$ cat config.mk
export PLATFORM = sky130hd
export DESIGN_NAME = score_display_flat
export DESIGN_NICKNAME = d
export VERILOG_FILES = /design/src/rtl/score_display_pkg.sv /design/src/rtl/score_display_if.sv /design/src/rtl/score_display_bin2bcd_seq.sv /design/src/rtl/score_display.sv /design/src/flat_wrapper.sv
export SDC_FILE = /design/constraint.sdc
export NUM_CORES = 1
export LEC_CHECK = 0
export BUFFER_PORTS_ARGS = -buffer_cell sky130_fd_sc_hd__buf_2
export CAP_MARGIN = 15
export CELL_PAD_IN_SITES_DETAIL_PLACEMENT = 0
export CELL_PAD_IN_SITES_GLOBAL_PLACEMENT = 1
export CORE_MARGIN = 8
export CORE_UTILIZATION = 30
export CTS_CLUSTER_DIAMETER = 80
export DETAILED_ROUTE_END_ITERATION = 16
export PLACE_DENSITY_LB_ADDON = 0.15
export SYNTH_ARGS = -nofsm -noshare
export SYNTH_HDL_FRONTEND = slang
export SYNTH_SLANG_ARGS = --single-unit
$ cat constraint.sdc
create_clock -name clk -period 2.2 [get_ports clk]
set_input_delay 0.33 -clock clk [delete_from_list [all_inputs] [get_ports clk]]
set_output_delay 0.33 -clock clk [all_outputs]
set_load 0.02 [all_outputs]
$ cat src/rtl/score_display_pkg.sv
// Shared types and constants for the score display: conversion FSM states,
// active-low segment patterns and the small BCD helper functions.
package score_display_pkg;

    typedef enum logic [1:0] {
        ST_IDLE = 2'd0,
        ST_CONV = 2'd1,
        ST_DONE = 2'd2
    } conv_state_e;

    localparam int NUM_DIGITS  = 4;
    localparam int BIN_W       = 10;
    localparam int BCD_W       = 16;

    // Segment patterns, bit order gfedcba, active-low
    localparam logic [6:0] SEG_0     = 7'b1000000;
    localparam logic [6:0] SEG_1     = 7'b1111001;
    localparam logic [6:0] SEG_2     = 7'b0100100;
    localparam logic [6:0] SEG_3     = 7'b0110000;
    localparam logic [6:0] SEG_4     = 7'b0011001;
    localparam logic [6:0] SEG_5     = 7'b0010010;
    localparam logic [6:0] SEG_6     = 7'b0000010;
    localparam logic [6:0] SEG_7     = 7'b1111000;
    localparam logic [6:0] SEG_8     = 7'b0000000;
    localparam logic [6:0] SEG_9     = 7'b0010000;
    localparam logic [6:0] SEG_BLANK = 7'b1111111;

    function automatic logic [6:0] seg_decode(input logic [3:0] digit);
        logic [6:0] pat;
        case (digit)
            4'd0:    pat = SEG_0;
            4'd1:    pat = SEG_1;
            4'd2:    pat = SEG_2;
            4'd3:    pat = SEG_3;
            4'd4:    pat = SEG_4;
            4'd5:    pat = SEG_5;
            4'd6:    pat = SEG_6;
            4'd7:    pat = SEG_7;
            4'd8:    pat = SEG_8;
            4'd9:    pat = SEG_9;
            default: pat = SEG_BLANK;
        endcase
        return pat;
    endfunction

    // Double-dabble correction: every nibble >= 5 gets +3 before the shift
    function automatic logic [BCD_W-1:0] bcd_adjust(input logic [BCD_W-1:0] bcd);
        logic [BCD_W-1:0] res;
        res = bcd;
        for (int i = 0; i < NUM_DIGITS; i++) begin
            if (res[4*i +: 4] >= 4'd5) begin
                res[4*i +: 4] = res[4*i +: 4] + 4'd3;
            end else begin
                res[4*i +: 4] = res[4*i +: 4];
            end
        end
        return res;
    endfunction

endpackage

$ cat src/rtl/score_display_if.sv
// Score-counter-to-display link: score/update request plus busy and the
// multiplexed 7-segment pins.
interface score_display_if;
    import score_display_pkg::*;

    logic [BIN_W-1:0] score;
    logic             update;
    logic             busy;
    logic [3:0]       an;
    logic [6:0]       seg;

    modport master (
        output score,
        output update,
        input  busy,
        input  an,
        input  seg
    );

    modport slave (
        input  score,
        input  update,
        output busy,
        output an,
        output seg
    );
endinterface

$ cat src/rtl/score_display_bin2bcd_seq.sv
// Sequential double-dabble engine: 10-bit binary to 4-digit BCD, one bit per
// cycle, with a one-cycle DONE state that can chain straight into a new start.
module score_display_bin2bcd_seq
    import score_display_pkg::*;
(
    input  logic             clk,
    input  logic             rst,
    input  logic             start,
    input  logic [BIN_W-1:0] bin,
    output logic             busy,
    output logic             done,
    output logic [BCD_W-1:0] bcd
);

    conv_state_e      state_r;
    conv_state_e      state_s;
    logic [BIN_W-1:0] shift_r;
    logic [BCD_W-1:0] bcd_r;
    logic [BCD_W-1:0] bcd_adj_s;
    logic [3:0]       bit_cnt_r;
    logic             load_s;
    logic             step_s;

    assign bcd_adj_s = bcd_adjust(bcd_r);

    // Next-state and datapath control decode
    always_comb begin
        state_s = state_r;
        load_s  = 1'b0;
        step_s  = 1'b0;
        case (state_r)
            ST_IDLE: begin
                if (start) begin
                    load_s  = 1'b1;
                    state_s = ST_CONV;
                end else begin
                    state_s = ST_IDLE;
                end
            end
            ST_CONV: begin
                step_s = 1'b1;
                if (bit_cnt_r == 4'(BIN_W - 1)) begin
                    state_s = ST_DONE;
                end else begin
                    state_s = ST_CONV;
                end
            end
            ST_DONE: begin
                if (start) begin
                    load_s  = 1'b1;
                    state_s = ST_CONV;
                end else begin
                    state_s = ST_IDLE;
                end
            end
            default: begin
                state_s = ST_IDLE;
            end
        endcase
    end

    // State register and shift/accumulate datapath
    always_ff @(posedge clk or posedge rst) begin
        if (rst) begin
            state_r   <= ST_IDLE;
            shift_r   <= '0;
            bcd_r     <= '0;
            bit_cnt_r <= 4'd0;
        end else begin
            state_r <= state_s;
            if (load_s) begin
                shift_r   <= bin;
                bcd_r     <= '0;
                bit_cnt_r <= 4'd0;
            end else if (step_s) begin
                bcd_r     <= {bcd_adj_s[BCD_W-2:0], shift_r[BIN_W-1]};
                shift_r   <= {shift_r[BIN_W-2:0], 1'b0};
                bit_cnt_r <= bit_cnt_r + 4'd1;
            end else begin
                bit_cnt_r <= bit_cnt_r;
            end
        end
    end

    assign busy = (state_r != ST_IDLE);
    assign done = (state_r == ST_DONE);
    assign bcd  = bcd_r;

endmodule

$ cat src/rtl/score_display.sv
// Score display top: collapses update requests into one pending slot, latches
// converted digits only on completion and scans them onto the 7-segment bus.
module score_display
    import score_display_pkg::*;
#(
    parameter int SCAN_DIV = 100000,
    parameter bit BLANK_LZ = 1'b1
) (
    input  logic          clk,
    input  logic          rst,
    score_display_if.slave bus
);

    localparam int              CNT_W    = (SCAN_DIV > 2) ? $clog2(SCAN_DIV) : 1;
    localparam logic [CNT_W-1:0] CNT_LAST = CNT_W'(SCAN_DIV - 1);

    logic                             eng_busy_s;
    logic                             eng_done_s;
    logic [BCD_W-1:0]                 eng_bcd_s;
    logic                             start_s;
    logic                             pending_r;
    logic                             busy_r;
    logic [NUM_DIGITS-1:0][3:0]       digit_r;
    logic [CNT_W-1:0]                 scan_cnt_r;
    logic [1:0]                       scan_idx_r;
    logic [NUM_DIGITS-1:0]            blank_s;
    logic [3:0]                       an_s;
    logic [6:0]                       seg_s;
    logic [3:0]                       an_r;
    logic [6:0]                       seg_r;

    // A pending request restarts the engine directly out of DONE
    assign start_s = bus.update | pending_r;

    score_display_bin2bcd_seq u_bin2bcd (
        .clk   (clk),
        .rst   (rst),
        .start (start_s),
        .bin   (bus.score),
        .busy  (eng_busy_s),
        .done  (eng_done_s),
        .bcd   (eng_bcd_s)
    );

    // Pending flag, busy flag and display digit registers
    always_ff @(posedge clk or posedge rst) begin
        if (rst) begin
            pending_r <= 1'b0;
            busy_r    <= 1'b0;
            digit_r   <= '0;
        end else begin
            busy_r <= eng_busy_s;
            if (eng_done_s) begin
                pending_r <= 1'b0;
                digit_r   <= eng_bcd_s;
            end else if (eng_busy_s && bus.update) begin
                pending_r <= 1'b1;
            end else begin
                pending_r <= pending_r;
            end
        end
    end

    // Digit-slot timer and scan index
    always_ff @(posedge clk or posedge rst) begin
        if (rst) begin
            scan_cnt_r <= '0;
            scan_idx_r <= 2'd0;
        end else if (scan_cnt_r == CNT_LAST) begin
            scan_cnt_r <= '0;
            scan_idx_r <= scan_idx_r + 2'd1;
        end else begin
            scan_cnt_r <= scan_cnt_r + CNT_W'(1);
        end
    end

    // Leading-zero blanking; digit 0 always shows
    always_comb begin
        blank_s = '0;
        if (BLANK_LZ) begin
            blank_s[3] = (digit_r[3] == 4'd0);
            blank_s[2] = blank_s[3] && (digit_r[2] == 4'd0);
            blank_s[1] = blank_s[2] && (digit_r[1] == 4'd0);
        end else begin
            blank_s = '0;
        end
    end

    // Anode select and segment pattern for the current slot
    always_comb begin
        an_s  = 4'b1111;
        seg_s = SEG_BLANK;
        case (scan_idx_r)
            2'd0:    an_s = 4'b1110;
            2'd1:    an_s = 4'b1101;
            2'd2:    an_s = 4'b1011;
            2'd3:    an_s = 4'b0111;
            default: an_s = 4'b1111;
        endcase
        if (blank_s[scan_idx_r]) begin
            seg_s = SEG_BLANK;
        end else begin
            seg_s = seg_decode(digit_r[scan_idx_r]);
        end
    end

    // Output pin registers
    always_ff @(posedge clk or posedge rst) begin
        if (rst) begin
            an_r  <= 4'b1110;
            seg_r <= SEG_0;
        end else begin
            an_r  <= an_s;
            seg_r <= seg_s;
        end
    end

    assign bus.busy = busy_r;
    assign bus.an   = an_r;
    assign bus.seg  = seg_r;

endmodule

$ cat src/flat_wrapper.sv
// flat-port wrapper written by rule: the top's interface ports become plain ports
module score_display_flat import score_display_pkg::*;
#(
    parameter int SCAN_DIV = 100000,
    parameter bit BLANK_LZ = 1'b1
)
  (clk, rst, bus_score, bus_update, bus_busy, bus_an, bus_seg);
  score_display_if bus_i ();
  input  logic clk;
  input  logic rst;
  input wire logic [$bits(bus_i.score)-1:0] bus_score;
  input wire logic [$bits(bus_i.update)-1:0] bus_update;
  output wire logic [$bits(bus_i.busy)-1:0] bus_busy;
  output wire logic [$bits(bus_i.an)-1:0] bus_an;
  output wire logic [$bits(bus_i.seg)-1:0] bus_seg;
  assign bus_i.score = bus_score;
  assign bus_i.update = bus_update;
  assign bus_busy = bus_i.busy;
  assign bus_an = bus_i.an;
  assign bus_seg = bus_i.seg;
  score_display #(.SCAN_DIV(SCAN_DIV), .BLANK_LZ(BLANK_LZ)) u_core (.clk(clk), .rst(rst), .bus(bus_i));
endmodule
==> summary.md <==
| Metric | Value |
|---|---|
| Status | complete, no violations |
| Core Region | approximately 13000 um^2 |
| Arrival time of the worst setup path | roughly 2100 ps |
| Post-placement cell area | approximately 4200 um^2 |
| Antenna Cells | 0 |
| Cells taking the most area after synthesis | sky130_fd_sc_hd__dfrtp_1, sky130_fd_sc_hd__ha_1, sky130_fd_sc_hd__mux2_2 |
| Gpl congestion | 0.751 |
| Post-route clock skew | around 7.3 ps |
| Number of distinct library cell variants in the gate-level netlist after synthesis | 45 |
| Final setup violation count | 0 |
| Total of warnings raised by yosys | 0 |
| CTS max path bufs | 2 |
| Insertion delay of the later-clocked pin in the worst-skew pair | roughly 340 ps |
| Mean area per synthesized cell | 11.2 um^2 |
| Final-report max-slew violation count | 0 |
| Clock transition time at the flip-flop clock pins of the worst setup and hold paths | 60 ps |
| Die ar. | between 15000 and 20000 um^2 |
| Setup repair bufs after CTS | 0 |
| Clock H-tree levels | 3 |
| Antenna violations before repair | 0 |
| Area of the mapped netlist | slightly below 4000 um^2 |
| Min-Delay Path Class | in -> reg |
| Total clock sinks | 80 |
| Hold violation count in the final report | 0 |
| Horiz. Die Dim | roughly 130 um |
| Routed length per instance | 14.0 um |
| CTS Buf Count | 9 |
| Setup repair after global routing missed its margin | false |
| Residual DRC | 0 |
| Async set-reset flop share out of synthesis | 1.00 |
| Max capacitance violation total | 0 |
| Cell family contributing the most delay on the critical path | multiplexers |
| Number of synthesized flops with an enable pin | 0 |
| Synthesis-stage register bit count | 80 |
| Final cell area excluding filler cells | 4540 um^2 |
| Filler cells | roughly 1300 |
| Worst-margin pin slew | between 600 and 700 ps |
| Number of I/O pins | 25 |
| Layout Cells excl Fill | approximately 560 |
| Die boundary height | approximately 130 um |
| Total Routed Length | between 7000 and 8000 um |
| Post-cts gate resize count | 0 |
| Count of hold-fix buffers inserted at cts | 1 |
| Count of TritonRoute iterations in the first routing pass | 4 |
| Top fanout value on the critical path | 4 |
| Initial detailed-routing violation count | 116 |
| Most common cell after layout, fill and taps aside | sky130_fd_sc_hd__dfrtp_1 |
| Critical path required time | about 2400 ps |
| Crit end category | flop |
| Worst Slack Setup Final | 307 ps |
| Fraction of post-synthesis cell area in the top cell type by area | 0.493 |
| Count of buffer and inverter cells on the critical path | 1 |
| Final ANT Viol Nets | 0 |
| First-pass GRT wire length | ~13000 um |
| Total nets after synthesis | ~380 |
| Final total negative setup slack | 0 ps |
| TritonCTS clock tree | built |
| Max transition margin | 0.557 |
| Critical path start-end classification | reg -> reg |
| Cell with the largest stage delay on the worst path | sky130_fd_sc_hd__mux4_1 |
| Number of placed instances, taps included | 540 |
| Final HPWL from detailed placement | ~5500 um |
| PwrDens | ~1200 nW/um^2 |
| Via total after detailed routing | 2556 |
| Worst hold margin | roughly 190 ps |
| Effective utilization at floorplan | 0.306 |
| Congestion Overflow GR | 0 |
| Timing-limited maximum frequency | approximately 0.53 GHz |
| Share of synthesized cell area in and, or, nand and nor gates | 0.137 |
| Floorplan row count | 41 |
| Post-route clock period utilization | 0.860 |
| Crit path launch type | flop |
| Highest-count cells in the layout ignoring fill and taps | sky130_fd_sc_hd__dfrtp_1, sky130_fd_sc_hd__nand2_1, sky130_fd_sc_hd__buf_2, sky130_fd_sc_hd__nand3_1, sky130_fd_sc_hd__o21ai_0 |
| Part of the Yosys area used for sequential elements | 0.520 |
| Via density | roughly 4.6 |
| Number of standard cells after synthesis | ~350 |
| Static leakage power | slightly above 2 nW |
| Final net count | between 400 and 500 |
| Mux cell area share after synthesis | 0.0898 |
| Adder-cell area share of the yosys netlist | 0.0648 |
| Placement-stage worst setup slack | around 330 ps |
| Main flop type after synthesis | sky130_fd_sc_hd__dfrtp_1 |
| Share of final-layout standard cells stronger than drive strength 1 | 0.213 |
| Maximum single-stage delay on the critical path | ~660 ps |
| Minimum period implied by the final worst setup slack | about 1900 ps |
| Clock Root Buffer | sky130_fd_sc_hd__clkbuf_16 |
| XOR/XNOR Fraction of Synth Area | 0.0476 |
| Synth Area in Compound Gates | 0.101 |
| Quantity of I/O buffers inserted on ports | 24 |
| Cell type contributing the most total cell area after synthesis | sky130_fd_sc_hd__dfrtp_1 |
| Vias in the first global route | ~2600 |
| Overall fraction of global-route tracks in use | 0.102 |
| Main combinational cell family by area after synthesis | simple AND/OR/NAND/NOR gates |
| P&R area growth vs syn | 17.5% |
| Maximum number of pins on one net before global-route repair | 32 |
| Sequence of cells on the critical path | mux4_1 > inv_1 > ha_1 > nor2b_4 > a211oi_2 > o32ai_1 |
| Worst ir drop on vdd | between 0.4 and 0.5 mV |
-- registers in the layout, indices dropped and copies added (netlist names) --
signal	count
u_core.bus.seg	7
u_core.u_bin2bcd.bcd	16
u_core.digit_r	16
u_core.scan_cnt_r	17
u_core.bus.an	4
u_core.scan_idx_r	2
u_core.bus.busy	1
u_core.u_bin2bcd.shift_r	10
u_core.pending_r	1
u_core.u_bin2bcd.state_r	2
u_core.u_bin2bcd.bit_cnt_r	4
-- cells in the mapped netlist, types with 2 or more instances --
library cell,n
sky130_fd_sc_hd__buf_2,5
sky130_fd_sc_hd__nand2_1,33
sky130_fd_sc_hd__o21ai_0,22
sky130_fd_sc_hd__nand4_1,4
sky130_fd_sc_hd__and3_1,3
sky130_fd_sc_hd__buf_6,2
sky130_fd_sc_hd__o31ai_1,6
sky130_fd_sc_hd__ha_1,20
sky130_fd_sc_hd__mux4_1,3
sky130_fd_sc_hd__a22oi_1,9
sky130_fd_sc_hd__dfrtp_1,76
sky130_fd_sc_hd__xor2_1,7
sky130_fd_sc_hd__nor3_1,5
sky130_fd_sc_hd__mux2i_1,2
sky130_fd_sc_hd__dfstp_2,4
sky130_fd_sc_hd__a32o_1,4
sky130_fd_sc_hd__mux2_2,20
sky130_fd_sc_hd__nand2b_1,5
sky130_fd_sc_hd__nand3_1,22
sky130_fd_sc_hd__inv_1,22
sky130_fd_sc_hd__clkbuf_1,6
sky130_fd_sc_hd__and4_1,3
sky130_fd_sc_hd__a21oi_1,11
sky130_fd_sc_hd__xnor2_1,14
sky130_fd_sc_hd__nor3b_1,3
sky130_fd_sc_hd__nor2b_1,3
sky130_fd_sc_hd__nor2_1,14
-- area by class of cell --
cell class | instances | area [um^2] | share of cell area
well taps | 172 | 215 | 0.0474
flip-flops and latches | 80 | 2010 | 0.442
multi-input cells | 231 | 1700 | 0.375
clock buffers | 13 | 260 | 0.0574
repair buffers | 36 | 225 | 0.0497
inverters | 22 | 86.3 | 0.0190
clock inverters | 3 | 40.0 | 0.00883
-- routing by layer --
metal | track usage | share of wire | vias up
met5 | 0 | 0 | -
met4 | 0.0567 | 0.024 | 0
met3 | 0.0312 | 0.044 | 15
met2 | 0.149 | 0.42 | 34
met1 | 0.132 | 0.51 | 1223
li1 | - | - | 1284
-- per-stage QoR --
step                 util  power (mW)
finish              0.359        5.42
global route        0.359        5.85
CTS                 0.359        5.52
detailed placement  0.335        3.97
global placement    0.335        3.95
floorplan               -        3.50
-- power by group --
part	internal, mW	total [mW]	switching [mW]	leakage [nW]
sequential	1.89	2.23	0.343	1.02
clock	0.938	1.51	0.568	0.150
combinational	0.778	1.68	0.906	0.872
total	3.60	5.42	1.82	2.05
-- tightest hold or removal path, stage by stage --
cell	delay, ps
sky130_fd_sc_hd__buf_2	80
sky130_fd_sc_hd__nand2_1	40
sky130_fd_sc_hd__nand2_1	50
-- kinds of logic after synthesis --
family	after synthesis
AND/OR/NAND/NOR	104
flip-flops	80
AO/OA/AOI/OAI	60
buffers and inverters	35
multiplexers	26
XOR/XNOR	21
adder cells (fa/ha/maj)	20
-- worst paths after layout --
check,start,to,slack (ps),cells past startpoint
max,u_core.scan_idx_r[0],u_core.bus.seg[4],310,6
min,bus_score[0],u_core.u_bin2bcd.shift_r[0],190,3
max reg2reg,u_core.scan_idx_r[0],u_core.bus.seg[4],310,6
min reg2reg,u_core.u_bin2bcd.shift_r[9],u_core.u_bin2bcd.bcd[0],470,2
max in group asynchronous,rst,u_core.u_bin2bcd.shift_r[5],1030,4
min in group asynchronous,rst,u_core.u_bin2bcd.bcd[13],490,3
No activity file was read; power rests on OpenSTA's default activity.
